### config.mk
export PLATFORM = sky130hd
export DESIGN_NAME = ads131_frame_parser
export DESIGN_NICKNAME = d
export VERILOG_FILES = /design/src/rtl/ads131_pkg.sv /design/src/rtl/ads131_crc16_24.sv /design/src/rtl/ads131_frame_parser.sv
export SDC_FILE = /design/constraint.sdc
export NUM_CORES = 1
export LEC_CHECK = 0
export CORE_ASPECT_RATIO = 0.9
export CORE_UTILIZATION = 49
export DETAILED_ROUTE_END_ITERATION = 16
export PLACE_DENSITY = 0.85
export SYNTH_ARGS = -nofsm -noshare
export SYNTH_HDL_FRONTEND = slang
export SYNTH_SLANG_ARGS = --single-unit
### constraint.sdc
create_clock -name system_clock -period 11.85 [get_ports system_clock]
set_input_delay 2.37 -clock system_clock [delete_from_list [all_inputs] [get_ports system_clock]]
set_output_delay 2.37 -clock system_clock [all_outputs]
set_load 0.01 [all_outputs]
### src/rtl/ads131_pkg.sv
// Shared definitions for the ADS131A0x frame parser: FSM encoding, sample
// width and CRC-16-CCITT constants used by the optional frame check.
package ads131_pkg;

    typedef enum logic [1:0] {
        ST_IDLE   = 2'd0,
        ST_STATUS = 2'd1,
        ST_CHAN   = 2'd2,
        ST_CHECK  = 2'd3
    } state_t;

    localparam int          ADS131_SAMPLE_W = 24;
    localparam logic [15:0] ADS131_CRC_POLY = 16'h1021;
    localparam logic [15:0] ADS131_CRC_INIT = 16'hFFFF;

endpackage

### src/rtl/ads131_crc16_24.sv
// Combinational CRC-16-CCITT update over 24 data bits, MSB first,
// no reflection. Used only when ADS131_FRAME_CRC_EN is defined.
module ads131_crc16_24
    import ads131_pkg::*;
(
    input  logic [15:0]                crc_in,
    input  logic [ADS131_SAMPLE_W-1:0] data,
    output logic [15:0]                crc_out
);

    // Shift each data bit through the LFSR, highest bit first.
    always_comb begin
        crc_out = crc_in;
        for (int i = ADS131_SAMPLE_W - 1; i >= 0; i--) begin
            if (crc_out[15] ^ data[i])
                crc_out = {crc_out[14:0], 1'b0} ^ ADS131_CRC_POLY;
            else
                crc_out = {crc_out[14:0], 1'b0};
        end
    end

endmodule

### src/rtl/ads131_frame_parser.sv
// ADS131A0x frame parser: splits the MISO words of one chip-select frame into
// a status word and NUM_CH signed 24-bit samples and publishes the whole
// record with a one-cycle frame_valid strobe.
// Optional feature macro: ADS131_FRAME_CRC_EN (trailing CRC-16 word, CHECK state).
//
// state     | meaning
// ----------+---------------------------------------------------------
// ST_IDLE   | waiting for frame_start, words ignored
// ST_STATUS | expecting word 0 (device status)
// ST_CHAN   | expecting channel word idx
// ST_CHECK  | expecting trailing CRC word (CRC build only)
module ads131_frame_parser
    import ads131_pkg::*;
#(
    parameter int NUM_CH      = 4,
    parameter int FRAME_CNT_W = 16
) (
    input  logic                              system_clock,
    input  logic                              reset,
    input  logic                              frame_start,
    input  logic                              word_valid,
    input  logic [31:0]                       word_data,
    output logic                              frame_valid,
    output logic [15:0]                       status_word,
    output logic [ADS131_SAMPLE_W*NUM_CH-1:0] ch_data,
    output logic [FRAME_CNT_W-1:0]            frame_seq,
    output logic [7:0]                        abort_count,
    output logic                              crc_error
);

    localparam int               IDX_W    = (NUM_CH > 1) ? $clog2(NUM_CH) : 1;
    localparam int               CH_W     = ADS131_SAMPLE_W * NUM_CH;
    localparam logic [IDX_W-1:0] LAST_IDX = IDX_W'(NUM_CH - 1);

    state_t                       state;
    logic [IDX_W-1:0]             idx;
    logic [15:0]                  sh_status;
    logic [CH_W-1:0]              sh_ch;
    logic [CH_W-1:0]              ch_merged;
    logic [ADS131_SAMPLE_W-1:0]   sample;
    logic                         unused_low_bits;

    assign sample          = word_data[31:8];
    assign unused_low_bits = ^word_data[7:0];

    // Shadow channel image with the current word dropped into slot idx.
    always_comb begin
        ch_merged = sh_ch;
        ch_merged[ADS131_SAMPLE_W*int'(idx) +: ADS131_SAMPLE_W] = sample;
    end

`ifdef ADS131_FRAME_CRC_EN
    logic [15:0] crc_q;
    logic [15:0] crc_in;
    logic [15:0] crc_next;

    // The status word restarts the running CRC from its seed.
    assign crc_in = (state == ST_STATUS) ? ADS131_CRC_INIT : crc_q;

    ads131_crc16_24 u_crc (
        .crc_in  (crc_in),
        .data    (sample),
        .crc_out (crc_next)
    );
`else
    assign crc_error = 1'b0;
`endif

    // Frame FSM, shadow capture and registered publication of the record.
    always_ff @(posedge system_clock or posedge reset) begin
        if (reset) begin
            state       <= ST_IDLE;
            idx         <= '0;
            sh_status   <= '0;
            sh_ch       <= '0;
            frame_valid <= 1'b0;
            status_word <= '0;
            ch_data     <= '0;
            frame_seq   <= '0;
            abort_count <= '0;
`ifdef ADS131_FRAME_CRC_EN
            crc_q       <= ADS131_CRC_INIT;
            crc_error   <= 1'b0;
`endif
        end else begin
            frame_valid <= 1'b0;
            if (frame_start) begin
                // A start always wins; any word on the same cycle is dropped.
                if (state != ST_IDLE && abort_count != 8'hFF)
                    abort_count <= abort_count + 8'd1;
                state <= ST_STATUS;
                idx   <= '0;
            end else if (word_valid) begin
                case (state)
                    ST_STATUS: begin
                        sh_status <= word_data[31:16];
                        idx       <= '0;
                        state     <= ST_CHAN;
`ifdef ADS131_FRAME_CRC_EN
                        crc_q     <= crc_next;
`endif
                    end
                    ST_CHAN: begin
                        sh_ch <= ch_merged;
                        idx   <= idx + IDX_W'(1);
`ifdef ADS131_FRAME_CRC_EN
                        crc_q <= crc_next;
                        if (idx == LAST_IDX)
                            state <= ST_CHECK;
`else
                        if (idx == LAST_IDX) begin
                            status_word <= sh_status;
                            ch_data     <= ch_merged;
                            frame_seq   <= frame_seq + FRAME_CNT_W'(1);
                            frame_valid <= 1'b1;
                            state       <= ST_IDLE;
                        end
`endif
                    end
`ifdef ADS131_FRAME_CRC_EN
                    ST_CHECK: begin
                        crc_error   <= (word_data[31:16] != crc_q);
                        status_word <= sh_status;
                        ch_data     <= sh_ch;
                        frame_seq   <= frame_seq + FRAME_CNT_W'(1);
                        frame_valid <= 1'b1;
                        state       <= ST_IDLE;
                    end
`endif
                    default: ;
                endcase
            end
        end
    end

endmodule

==> results of run 1 <==
power groups by stage:
stage | clock network (mW) | registers, mW | logic (mW)
global placement | 0 | 0.957 | 0.151
global route | 0.848 | 0.952 | 0.172
finish | 0.806 | 0.946 | 0.157
CTS | 0.815 | 0.945 | 0.157
floorplan | 0 | 0.957 | 0.0920
detailed placement | 0 | 0.960 | 0.156
worst max-delay path, delay by kind of cell:
family,cells,cell delay [ps]
buffers and inverters,3,1790
AO/OA/AOI/OAI,1,380
AND/OR/NAND/NOR,3,1550
worst paths after layout:
kind / to / slack (ps) / cells past startpoint
setup / recovery: ch_data[64] / 6060 / 7
hold / removal: status_word[6] / 470 / 2
setup reg to reg: sh_ch[12] / 7860 / 7
hold reg to reg: status_word[6] / 470 / 2
max in group asynchronous: ch_data[48] / 8040 / 3
min in group asynchronous: frame_seq[7] / 2360 / 2
layer usage:
layer	GRT usage	vias up	routed length, um
li1	-	4100	-
met1	0.381	4554	12900
met2	0.405	456	14200
met3	0.0473	84	2700
met4	0.0939	0	1100
met5	0	-	0
synthesized netlist by cell type (17+ instances only):
| library cell | n | area [um^2] |
|---|---|---|
| a21oi_1 | 57 | 285 |
| mux2i_1 | 20 | 200 |
| a22o_1 | 47 | 412 |
| dfrtp_1 | 253 | 6330 |
| nand2b_1 | 23 | 144 |
| mux2_2 | 17 | 191 |
| nor2_1 | 148 | 556 |
| o21ai_0 | 54 | 270 |
| o22ai_1 | 32 | 200 |
| clkbuf_1 | 24 | 90.1 |
| a221oi_1 | 39 | 342 |
| buf_2 | 42 | 210 |
| nand3_1 | 20 | 100 |
| nand2_1 | 145 | 544 |
cells by family (layout without fill, tap and decap cells):
family                   after synthesis  after routing  synth area share
AO/OA/AOI/OAI                        288            288             0.175
XOR/XNOR                              23             23            0.0186
adder cells (fa/ha/maj)                8              8           0.00889
buffers and inverters                 88            227            0.0391
flip-flops                           253            253             0.562
multiplexers                          37             37            0.0348
other                                  1              2          0.000333
AND/OR/NAND/NOR                      392            392             0.161
stage by stage:
step	power, mW	hold WS (ps)	utilization	setup slack [ps]	cells
after floorplan	1.05	435	-	2520	1090
after global placement	1.11	445	0.575	5730	1480
after detailed placement	1.12	461	0.575	5630	1480
after CTS	1.92	475	0.612	6150	1526
after global routing	1.97	499	0.612	5870	1527
final	1.91	473	0.612	6060	1527
placed cells by master (no fill, tap or decap), drive strengths merged, types with 5 or more instances in the layout:
cell	netlist	layout
mux2	17	17
buf	55	8
a22oi	16	16
nand2	147	147
o211ai	9	9
o21ai	60	60
and2	7	7
mux2i	20	20
inv	7	7
nand3b	8	8
clkbuf	24	38
nor2b	10	10
o22ai	32	32
and4	6	6
nand3	20	20
nor3	5	5
clkdlybuf4s50	0	164
a21oi	57	57
xnor2	16	16
clkinv	2	7
o2bb2ai	8	8
a221oi	39	39
nand2b	23	23
ha	8	8
a22o	47	47
nor2	149	149
a31oi	9	9
nand4	6	6
dfrtp	253	253
xor2	7	7
sequential cells by signal, summed over array words and instances, names as in the netlist:
register	flops
abort_count	8
ch_data	96
frame_seq	16
frame_valid	1
idx	2
sh_ch	96
sh_status	16
state	2
status_word	16
layout make-up:
| type | count | area, um^2 | share of cell area |
|---|---|---|---|
| diodes | 1 | 2.50 | 0.000182 |
| flip-flops and latches | 253 | 6330 | 0.459 |
| repair buffers | 172 | 1700 | 0.123 |
| multi-input cells | 749 | 4490 | 0.326 |
| clock inverters | 8 | 70.1 | 0.00508 |
| clock buffers | 38 | 777 | 0.0564 |
| well taps | 297 | 372 | 0.0270 |
| inverters | 9 | 42.5 | 0.00309 |
==> metrics.md, run 1 <==
| Metric | Value |
|---|---|
| Run status | complete, no violations |
| Dpl cell area | 12900 um^2 |
| Die span in y | 146 um |
| Slowest stage delay, CP | 810 ps |
| Average instance area after synthesis | 10.3 um^2 |
| Clock Latency Late Sink | 530 ps |
| Total global-route track usage | 0.265 |
| Clock Tree Buf Depth | 3 |
| Number of global-route vias before repair | 9001 |
| Final period util | 0.489 |
| Post-synth top flop | dfrtp_1 |
| Hold_buf cts | 0 |
| Crit path from | frame_start |
| Detailed Route WL | 30.9 mm |
| CTS resizes | 0 |
| Post-CTS setup buffer count | 0 |
| Rows | 52 |
| Worst endpoint required time | 12270 ps |
| Combinational share of power | 0.082 |
| Max-slew violation count | 0 |
| Final GP Congestion | 0.879 |
| Layout overhead on the synthesized area | 22.4% |
| Max Cap Violations | 0 |
| Clock transition at path regs | 60 ps |
| Layout cell share with drive strength beyond 1 | 0.0700 |
| Worst EP arrival | 6210 ps |
| Synth async-reset ratio | 1.00 |
| Worst setup SP type | primary input |
| Fin area | 13800 um^2 |
| Ports | 174 |
| Ys Warns | 0 |
| Synth cell types | 57 |
| Die width | 162 um |
| Crit Path Class | primary input to flip-flop |
| Reported net switching power | 0.450 mW |
| Drt first-iter violations | 1017 |
| DRC viols | 0 |
| FILL cells | 1832 |
| Cells after synthesis | 1090 |
| Reg2reg start | idx[0] |
| Finish-stage setup viols | 0 |
| Largest net degree at the start of global routing | 103 |
| Net Sw Frac | 0.236 |
| Flops & latches, synth | 253 |
| CTS H-tree depth | 1 |
| DP Wirelength | 20.2 mm |
| Routed Antenna Nets | 0 |
| Core area | 22500 um^2 |
| Worst slew margin | 0.163 |
| Root Driver | clkbuf_16 |
| Via count | 9194 |
| PwrDens | 138 nW/um^2 |
| Avg WL per Cell | 20.2 um |
| Crit-path slowest cell | and4bb_2 |
| Int Pwr | 1.46 mW |
| Grt total ovfl | 0 |
| RSZ-0062 raised after global routing | no |
| Mapped cell area | 11300 um^2 |
| Final Critical Period | 5790 ps |
| Flop pwr share | 0.496 |
| Final hold vios | 0 |
| Vias/cell | 6.02 |
| Clock network fraction of design power | 0.422 |
| IO Port Bufs | 164 |
| Fin Setup TNS | 0 ps |
| Post-Syn Nets | 1134 |
| Leakage | 6.07 nW |
| VDD IR max | 0.0946 mV |
| Endpoint class of the critical path | flip-flop |
| CTS Buf Count | 26 |
| Critical path, cell by cell | clkdlybuf4s50_1 -> and4bb_2 -> nand2_4 -> clkinv_2 -> buf_4 -> nand2_1 -> o22ai_1 |
| DR pass1 iterations | 6 |
| Sequential fraction of the synthesis area | 0.562 |
| Starting Density | 0.500 |
| Initial antenna violation count | 1 |
| HP Start | sh_status[6] |
| Post-synth EDFFs | 0 |
| Nets | 1255 |
| Fmax | 173 MHz |
| Clk sinks | 253 |
| HP Class | flip-flop to flip-flop |
| Post-Route Skew | 14.3 ps |
| Critical path fanouts, max | 85 |
| CTS tree | built |
| Die ar. | 23600 um^2 |
| First-pass GRT wire length | 49.5 mm |
| Measured slew at the worst slew-check pin | 1250 ps |
No activity file was read; power rests on OpenSTA's default activity.
==> inputs of run 2 (changes only) <==
clock period = 5.7 ns   (was 11.85 ns; I/O delays follow)
==> metrics.md, run 2 (synthesized netlist as in run 1, its figures left out) <==
| Metric | Value |
|---|---|
| Final period util | 0.665 |
| Post-CTS setup buffer count | 0 |
| Core area | 22500 um^2 |
| Crit path max-delay family | simple AND/OR/NAND/NOR gates |
| First-pass GRT wire length | 48.6 mm |
| CTS resizes | 0 |
| RSZ-0062 raised after global routing | no |
| Run status | complete, no violations |
| Flop pwr share | 0.493 |
| Detailed Route WL | 31.0 mm |
| Leakage | 6.08 nW |
| Nets | 1256 |
| Routed Antenna Nets | 0 |
| Post-Route Skew | 12.2 ps |
| DR pass1 iterations | 5 |
| PwrDens | 289 nW/um^2 |
| Clk sinks | 253 |
| DRC viols | 0 |
| Dpl ws | 1440 ps |
| Max-slew violation count | 0 |
| Worst setup SP type | primary input |
| Fin Setup TNS | 0 ps |
| FILL cells | 1777 |
| DP Wirelength | 20.2 mm |
| Biggest regs | ch_data x96, sh_ch x96 |
| Die width | 162 um |
| Grt total ovfl | 0 |
| Total global-route track usage | 0.262 |
| Clock Latency Late Sink | 540 ps |
| R2R setup slack | 2190 ps |
| Fmax | 264 MHz |
| Clock Tree Buf Depth | 3 |
| Finish-stage setup viols | 0 |
| Critical path, cell by cell | clkdlybuf4s50_1 -> and4bb_2 -> nand2_4 -> clkinv_2 -> nand2_1 -> o22ai_1 |
| IO Port Bufs | 164 |
| Slowest stage delay, CP | 740 ps |
| Avg WL per Cell | 20.3 um |
| Cell depth of the worst flop-to-flop path | 6 |
| Starting Density | 0.500 |
| Reg2reg end | sh_ch[5] |
| Clock transition at path regs | 60 ps |
| Commonest non-fill, non-tap cell in the layout | dfrtp_1 |
| CTS H-tree depth | 1 |
| Worst EP arrival | 4180 ps |
| Worst Path Buf+Inv | 2 |
| Hold_buf cts | 0 |
| Measured slew at the worst slew-check pin | 1230 ps |
| HP Class | flip-flop to flip-flop |
| Crit path from | frame_start |
| Vias/cell | 6.07 |
| Final GP Congestion | 0.880 |
| Diode count | 0 |
| Root Driver | clkbuf_16 |
| CTS tree | built |
| Final Critical Period | 3790 ps |
| CP Depth | 6 |
| Die ar. | 23600 um^2 |
| Layout cell share with drive strength beyond 1 | 0.0667 |
| PnR worst setup slack | 1910 ps |
| Crit-path slowest cell | nand2_1 |
| Worst endpoint required time | 6080 ps |
| Drt first-iter violations | 964 |
| Ports | 174 |
| Reported net switching power | 0.945 mW |
| Clock network fraction of design power | 0.424 |
| Combinational share of power | 0.083 |
| CTS Buf Count | 26 |
| Largest net degree at the start of global routing | 131 |
| Crit path capture | ch_data[63] |
| Number of global-route vias before repair | 8940 |
| Rows | 52 |
| Commonest cells after routing, fill and taps aside | dfrtp_1 (253), clkdlybuf4s50_1 (164), nor2_1 (148), nand2_1 (145), a21oi_1 (57) |
| Die span in y | 146 um |
| Final hold vios | 0 |
| Worst slew margin | 0.175 |
| Int Pwr | 3.05 mW |
| Crit Path Class | primary input to flip-flop |
| VDD IR max | 0.159 mV |
| Net Sw Frac | 0.236 |
| Layout overhead on the synthesized area | 22.7% |
| Max Cap Violations | 0 |
| Fin area | 13800 um^2 |
| Initial antenna violation count | 0 |
| Critical path fanouts, max | 48 |
| Via count | 9271 |
| Reg2reg start | idx[1] |
| Dpl cell area | 13000 um^2 |
| Endpoint class of the critical path | flip-flop |
==> run 2: cell type report <==
type                            instances  area (um^2)  area share
Inverter                                9         38.8     0.00281
Clock inverter                          6         90.1     0.00652
Timing Repair Buffer                  173         1750       0.126
Tap cell                              297          372      0.0269
Clock buffer                           40          754      0.0546
Sequential cell                       253         6330       0.458
Multi-Input combinational cell        749         4490       0.325
==> run 2: worst min path at each step <==
| stage | from | endpoint | depth (start not counted) |
|---|---|---|---|
| finish | sh_status[15] | status_word[15] | 2 |
| CTS | sh_status[15] | status_word[15] | 2 |
| global route | frame_seq[15] | frame_seq[15] | 1 |
| global placement | sh_status[15] | status_word[15] | 2 |
| detailed placement | sh_status[10] | status_word[10] | 2 |
| floorplan | sh_status[0] | status_word[0] | 2 |
==> run 2: power groups by stage <==
stage	registers, mW	clock network, mW	logic, mW
final	1.97	1.69	0.333
after global routing	1.98	1.78	0.364
after detailed placement	2.00	0	0.330
after CTS	1.97	1.71	0.335
after global placement	1.99	0	0.317
after floorplan	1.99	0	0.192
==> run 2: stage by stage <==
step	util	std cells	hold slack, ps	total power, mW
3_5_place_dp	0.576	1481	455	2.33
2_1_floorplan	-	1090	435	2.18
3_3_place_gp	0.576	1481	445	2.31
6_report	0.614	1527	468	4.00
5_1_grt	0.614	1527	487	4.12
4_1_cts	0.614	1527	470	4.02
==> run 2: tightest hold or removal path: stages, from the launching register on <==
cell	delay (ps)
dfrtp_1	340
nand2_1	50
nand2_1	50
==> run 2: metal layers <==
metal | part of all wire | GRT usage | up-vias
met5 | 0 | 0 | -
met4 | 0.043 | 0.123 | 0
met3 | 0.091 | 0.0519 | 102
met2 | 0.46 | 0.396 | 511
met1 | 0.40 | 0.365 | 4562
li1 | - | - | 4096
